==> config.mk <==
export PLATFORM = sky130hd
export DESIGN_NAME = object_renderer
export DESIGN_NICKNAME = d
export VERILOG_FILES = /design/src/rtl/object_renderer_pkg.sv /design/src/rtl/object_renderer_sprite_rom.sv /design/src/rtl/object_renderer.sv
export SDC_FILE = /design/constraint.sdc
export NUM_CORES = 1
export LEC_CHECK = 0
export CAP_MARGIN = 15
export CELL_PAD_IN_SITES_DETAIL_PLACEMENT = 0
export CELL_PAD_IN_SITES_GLOBAL_PLACEMENT = 1
export CORE_ASPECT_RATIO = 0.7
export CORE_MARGIN = 2
export CORE_UTILIZATION = 35
export DETAILED_ROUTE_END_ITERATION = 6
export PLACE_DENSITY_LB_ADDON = 0.1
export SLEW_MARGIN = 15
export SYNTH_ARGS = -nofsm -noshare
export SYNTH_HDL_FRONTEND = slang
export SYNTH_SLANG_ARGS = --single-unit
==> constraint.sdc <==
create_clock -name clock -period 6.3 [get_ports clock]
set_input_delay 0.945 -clock clock [delete_from_list [all_inputs] [get_ports clock]]
set_output_delay 0.945 -clock clock [all_outputs]
set_load 0.005 [all_outputs]
==> src/rtl/object_renderer_pkg.sv <==
// Shared game definitions: sprite geometry, object word layout, sprite colour data.
// Used by object_renderer and game_logic so both agree on the object format.
// The sprite contents are a generator function so the ROM has a known image.
package object_renderer_pkg;

  localparam int GAME_OBJ_WIDTH  = 20;
  localparam int GAME_OBJ_HEIGHT = 20;

  // Object word: [25:23] frame, [22:21] identity, [20:10] hpos, [9:0] vpos
  localparam int FRAME_HI = 25;
  localparam int FRAME_LO = 23;
  localparam int ID_HI    = 22;
  localparam int ID_LO    = 21;
  localparam int HPOS_HI  = 20;
  localparam int HPOS_LO  = 10;
  localparam int VPOS_HI  = 9;
  localparam int VPOS_LO  = 0;

  localparam logic [11:0] TRANSPARENT = 12'h000;

  typedef logic [25:0] obj_word_t;

  // Sprite image keyed by {identity, frame, row, col}. Column 7 of every
  // sprite is transparent; every other pixel is nonzero (low bits 2'b01).
  function automatic logic [11:0] sprite_color(input logic [14:0] addr);
    logic [11:0] c;
    c = {addr[14:13] ^ addr[9:8], addr[12:10] ^ addr[7:5], addr[4:0], 2'b01};
    if (addr[4:0] == 5'd7) c = TRANSPARENT;
    return c;
  endfunction

endpackage

==> src/rtl/object_renderer_sprite_rom.sv <==
// Sprite colour ROM, 32768 x 12, addressed by {identity, frame, row, col}.
// Latency: one cycle from address to data (registered read).
// No backpressure: a new address is accepted every cycle.
module sprite_rom
  import object_renderer_pkg::*;
(
  input  logic        clock,
  input  logic [14:0] addr,
  output logic [11:0] data
);

  // Registered read of the sprite image
  always_ff @(posedge clock) begin
    data <= sprite_color(addr);
  end

endmodule

==> src/rtl/object_renderer.sv <==
// Composites up to five sprites over the background for a VGA pixel stream.
// Latency: pixel_out and timing outputs are exactly 3 cycles after the inputs.
// No backpressure: one pixel in and one pixel out every cycle, never stalls.
module object_renderer
  import object_renderer_pkg::*;
#(
  parameter int OBJ_WIDTH  = GAME_OBJ_WIDTH,
  parameter int OBJ_HEIGHT = GAME_OBJ_HEIGHT,
  parameter int LATENCY    = 3
) (
  input  logic        clock,
  input  logic        reset,
  input  logic [10:0] hcount,
  input  logic [9:0]  vcount,
  input  logic        hsync,
  input  logic        vsync,
  input  logic        blank,
  input  logic [25:0] p_obj1,
  input  logic [25:0] p_obj2,
  input  logic [25:0] p_obj3,
  input  logic [25:0] p_obj4,
  input  logic [25:0] p_obj5,
  input  logic [11:0] bg_pixel,
  output logic [11:0] pixel_out,
  output logic        hsync_out,
  output logic        vsync_out,
  output logic        blank_out
);

  obj_word_t objs   [5];
  obj_word_t shadow [5];
  logic      vsync_d;

  assign objs[0] = p_obj1;
  assign objs[1] = p_obj2;
  assign objs[2] = p_obj3;
  assign objs[3] = p_obj4;
  assign objs[4] = p_obj5;

  // Latch object words only at frame start so a frame never tears
  always_ff @(posedge clock) begin
    if (reset) begin
      vsync_d <= 1'b0;
      for (int k = 0; k < 5; k++) shadow[k] <= '0;
    end else begin
      vsync_d <= vsync;
      if (vsync && !vsync_d) begin
        for (int k = 0; k < 5; k++) shadow[k] <= objs[k];
      end
    end
  end

  // Stage-1 hit test per object; compares are one bit wider than the
  // operands so hpos+OBJ_WIDTH past the right edge cannot wrap to column 0.
  logic [11:0] hc_w;
  logic [10:0] vc_w;
  logic [4:0]  obj_hit;
  logic [14:0] obj_addr [5];

  assign hc_w = {1'b0, hcount};
  assign vc_w = {1'b0, vcount};

  for (genvar k = 0; k < 5; k++) begin : g_obj
    logic [11:0] hp_w;
    logic [10:0] vp_w;
    logic [4:0]  col;
    logic [4:0]  row;

    assign hp_w = {1'b0, shadow[k][HPOS_HI:HPOS_LO]};
    assign vp_w = {1'b0, shadow[k][VPOS_HI:VPOS_LO]};
    // Only the low five bits of the offsets address the sprite
    assign col  = hcount[4:0] - shadow[k][HPOS_LO+4:HPOS_LO];
    assign row  = vcount[4:0] - shadow[k][VPOS_LO+4:VPOS_LO];

    assign obj_hit[k] = (shadow[k] != '0) &&
                        (hc_w >= hp_w) && (hc_w < hp_w + 12'(OBJ_WIDTH)) &&
                        (vc_w >= vp_w) && (vc_w < vp_w + 11'(OBJ_HEIGHT));
    assign obj_addr[k] = {shadow[k][ID_HI:ID_LO], shadow[k][FRAME_HI:FRAME_LO], row, col};
  end

  logic        win_hit;
  logic [14:0] win_addr;

  // Priority select: scanning from obj5 down lets the lowest index win
  always_comb begin
    win_hit  = 1'b0;
    win_addr = '0;
    for (int k = 4; k >= 0; k--) begin
      if (obj_hit[k]) begin
        win_hit  = 1'b1;
        win_addr = obj_addr[k];
      end
    end
  end

  logic        s1_hit;
  logic [14:0] s1_addr;
  logic [11:0] bg_d1;

  // Stage 1: register the winning object's hit flag, ROM address and background
  always_ff @(posedge clock) begin
    if (reset) begin
      s1_hit  <= 1'b0;
      s1_addr <= '0;
      bg_d1   <= '0;
    end else begin
      s1_hit  <= win_hit;
      s1_addr <= win_addr;
      bg_d1   <= bg_pixel;
    end
  end

  logic [11:0] rom_data;

  sprite_rom u_sprite_rom (
    .clock (clock),
    .addr  (s1_addr),
    .data  (rom_data)
  );

  logic        s2_hit;
  logic [11:0] bg_d2;

  // Stage 2: carry hit flag and background alongside the ROM read
  always_ff @(posedge clock) begin
    if (reset) begin
      s2_hit <= 1'b0;
      bg_d2  <= '0;
    end else begin
      s2_hit <= s1_hit;
      bg_d2  <= bg_d1;
    end
  end

  logic [LATENCY-1:0] hs_pipe;
  logic [LATENCY-1:0] vs_pipe;
  logic [LATENCY-1:0] bl_pipe;

  // Timing delay lines; reset fills them with the idle level (all high)
  always_ff @(posedge clock) begin
    if (reset) begin
      hs_pipe <= '1;
      vs_pipe <= '1;
      bl_pipe <= '1;
    end else begin
      hs_pipe <= {hs_pipe[LATENCY-2:0], hsync};
      vs_pipe <= {vs_pipe[LATENCY-2:0], vsync};
      bl_pipe <= {bl_pipe[LATENCY-2:0], blank};
    end
  end

  assign hsync_out = hs_pipe[LATENCY-1];
  assign vsync_out = vs_pipe[LATENCY-1];
  assign blank_out = bl_pipe[LATENCY-1];

  // Stage 3: blanking forces black; a transparent winner shows background
  always_ff @(posedge clock) begin
    if (reset) begin
      pixel_out <= '0;
    end else if (bl_pipe[1]) begin
      pixel_out <= '0;
    end else if (s2_hit && rom_data != TRANSPARENT) begin
      pixel_out <= rom_data;
    end else begin
      pixel_out <= bg_d2;
    end
  end

endmodule

==> results.tsv <==
metric	value	unit
antenna_cells	0	
yosys_warnings	0	
path_max_fanout	16	
io_pins	183	
crit_required	6.76	ns
clk_pin_slew	0.07	ns
drc_errors	0	
synthMuxAreaShare	0.3520	%
core	39920	um^2
cts_max_level	1	
synth-edff-count	130	
final-hold-violation-count	0	
synth_compound_area_share	13.65	%
maxCapViolCount	0	
slew_violations	0	
antenna_found_initial	3	
routedWlPerCell	20.20	um
yosysTopAreaCell	edfxtp_1	
netlist_instances	1416	
synth_ff_type	edfxtp_1	
status	completed	
crit_arrival	4.87	ns
synth-simple-area-share	17.51	%
post-synth-top-count-cell	ha_1	
synth_common_cells	ha_1 (210), inv_1 (133), and2_1 (130), edfxtp_1 (130), xnor2_1 (78)	
hold_buffers	0	
min_period_over_period	70.05	%
synth_top_area_share	27.45	%
cts_setup_buffers	0	
die_area	42280	um^2
dp_hpwl	34300	um
ctsResizeCount	0	
criticalPathCategory	in -> reg	
cts_root_buf	clkbuf_16	
ys_seq_elements	204	
fin_ws	1.887	ns
async_reset_ff_share	0	%
vias_per_cell	5.151	
rows	61	
rsz0062_at_grt	no	
maxSlewHeadroom	35.57	%
ir_worst_vdd	0.1821	mV
die_x	244.9	um
clock_latency	0.55	ns
synth_top_family_by_area	adder cells	
power_per_cell_area	226.5	nW/um^2
placed_area	16680	um^2
first_pass_iters	5	
setup_viol	0	
portBuffers	182	
antenna_left	0	
synth_area	14220	um^2
setup_tns	0	ns
clk_path_buf_depth	3	
cts_tree	built	
max_freq	226.6	MHz
ys_seq_area_share	37.87	%
synth-adder-area-share	19.89	%
overflow	0	
synth_nets	1804	
tightestPinTransition	0.9635	ns
gp_congestion	0.8889	
synth_xor_area_share	6.036	%
dp_slack	1.387	ns
layout.nets	1988	
syn_avg_cell_area	10.04	um^2
holdCritPathClass	reg -> reg	
worst_setup_path_start_kind	input pin	
drt_iter0_drc	692	
grt_usage	20.48	%
leakagePower	7.015	nW
grt_pass1_wl	66650	um
cts_sinks	204	
syn2layout_area_growth	22.86	%
drive_above_1_share	5.690	%
vias	11085	
die_h	172.6	um
stdcell_area	17470	um^2
cp-end-kind	flop	
cts_made_buffers	23	
finalWirelength	43470	um
ys_types	75	
synth.area.top_cells	edfxtp_1 (27%), ha_1 (18%), dfxtp_1 (10%)	
grt_max_degree	86	
fin_crit	4.413	ns
clock_skew	0.03010	ns
first_global_vias	10998	
start_util	35.62	%
[stage by stage]
| stage | hold WS, ns | instances | utilization, % | power (W) |
|---|---|---|---|---|
| after floorplan | 0.3895 | 1416 | - | 0.002200 |
| after global placement | 0.3503 | 2110 | 41.78 | 0.002575 |
| after detailed placement | 0.3544 | 2110 | 41.78 | 0.002575 |
| after CTS | 0.3928 | 2152 | 43.77 | 0.004004 |
| after global routing | 0.3923 | 2152 | 43.77 | 0.004182 |
| final | 0.3960 | 2152 | 43.77 | 0.003957 |
[state kept, by name (all words and copies together) (netlist names)]
signal             cells
vsync_d                1
bl_pipe                3
vs_pipe                3
bg_d2                 12
pixel_out             12
shadow               130
s2_hit                 1
s1_addr               15
u_sprite_rom.data     11
bg_d1                 12
s1_hit                 1
hs_pipe                3
[cell families after synthesis]
kind of cell,count (synthesis)
AO/OA/AOI/OAI,277
XOR/XNOR,98
adder cells (fa/ha/maj),220
multiplexers,5
buffers and inverters,172
flip-flops,204
AND/OR/NAND/NOR,440
[layout by cell type (no fill, tap or decap), drive strengths merged, types with 53 or more instances in the layout]
master and instances:
and2 130, edfxtp 130, dfxtp 74, clkdlybuf4s50 181
xnor2 78, ha 210, inv 140, nor2 65
a21oi 53, o21ai 72
[routing by layer]
layer	up-vias	GRT usage (%)	share of wire [%]
met5	-	0	0
met4	0	3.811	1.7
met3	44	3.275	5.8
met2	295	29.91	42
met1	5254	31.65	51
li1	5492	-	-
[power by group]
group | switching, W | internal [W] | leakage [nW]
clock | 0.000599 | 0.000804 | 0.399
combinational | 0.000499 | 0.000425 | 4.59
sequential | 0.0000980 | 0.00153 | 2.02
total | 0.00120 | 0.00276 | 7.02
[worst max-delay path: stages]
cell	delay (ns)
clkdlybuf4s50_1	0.93
ha_1	0.57
a21o_1	0.19
o311ai_1	0.09
o2111ai_1	0.17
nor4_2	0.35
nand4_1	0.71
o21ai_0	0.46
o211ai_1	0.14
a311oi_1	0.30
[worst paths after layout]
kind	endpoint	start	depth (start not counted)	slack, ns
setup / recovery	s1_addr[8]	hcount[9]	10	1.89
hold reg to reg	u_sprite_rom.data[5]	s1_addr[3]	0	0.40
setup reg to reg	s1_addr[8]	shadow[3][12]	13	2.25
hold / removal	u_sprite_rom.data[5]	s1_addr[3]	0	0.40
[final cells by class]
| class | count | area, um^2 |
|---|---|---|
| Fill cell | 3873 | 22450 |
| Multi-Input combinational cell | 1040 | 8189 |
| Sequential cell | 204 | 5385 |
| Timing Repair Buffer | 197 | 1929 |
| Clock buffer | 31 | 709.4 |
| Tap cell | 535 | 669.4 |
| Inverter | 134 | 503.0 |
| Clock inverter | 11 | 85.08 |
Power figures use the tool's default switching activity.
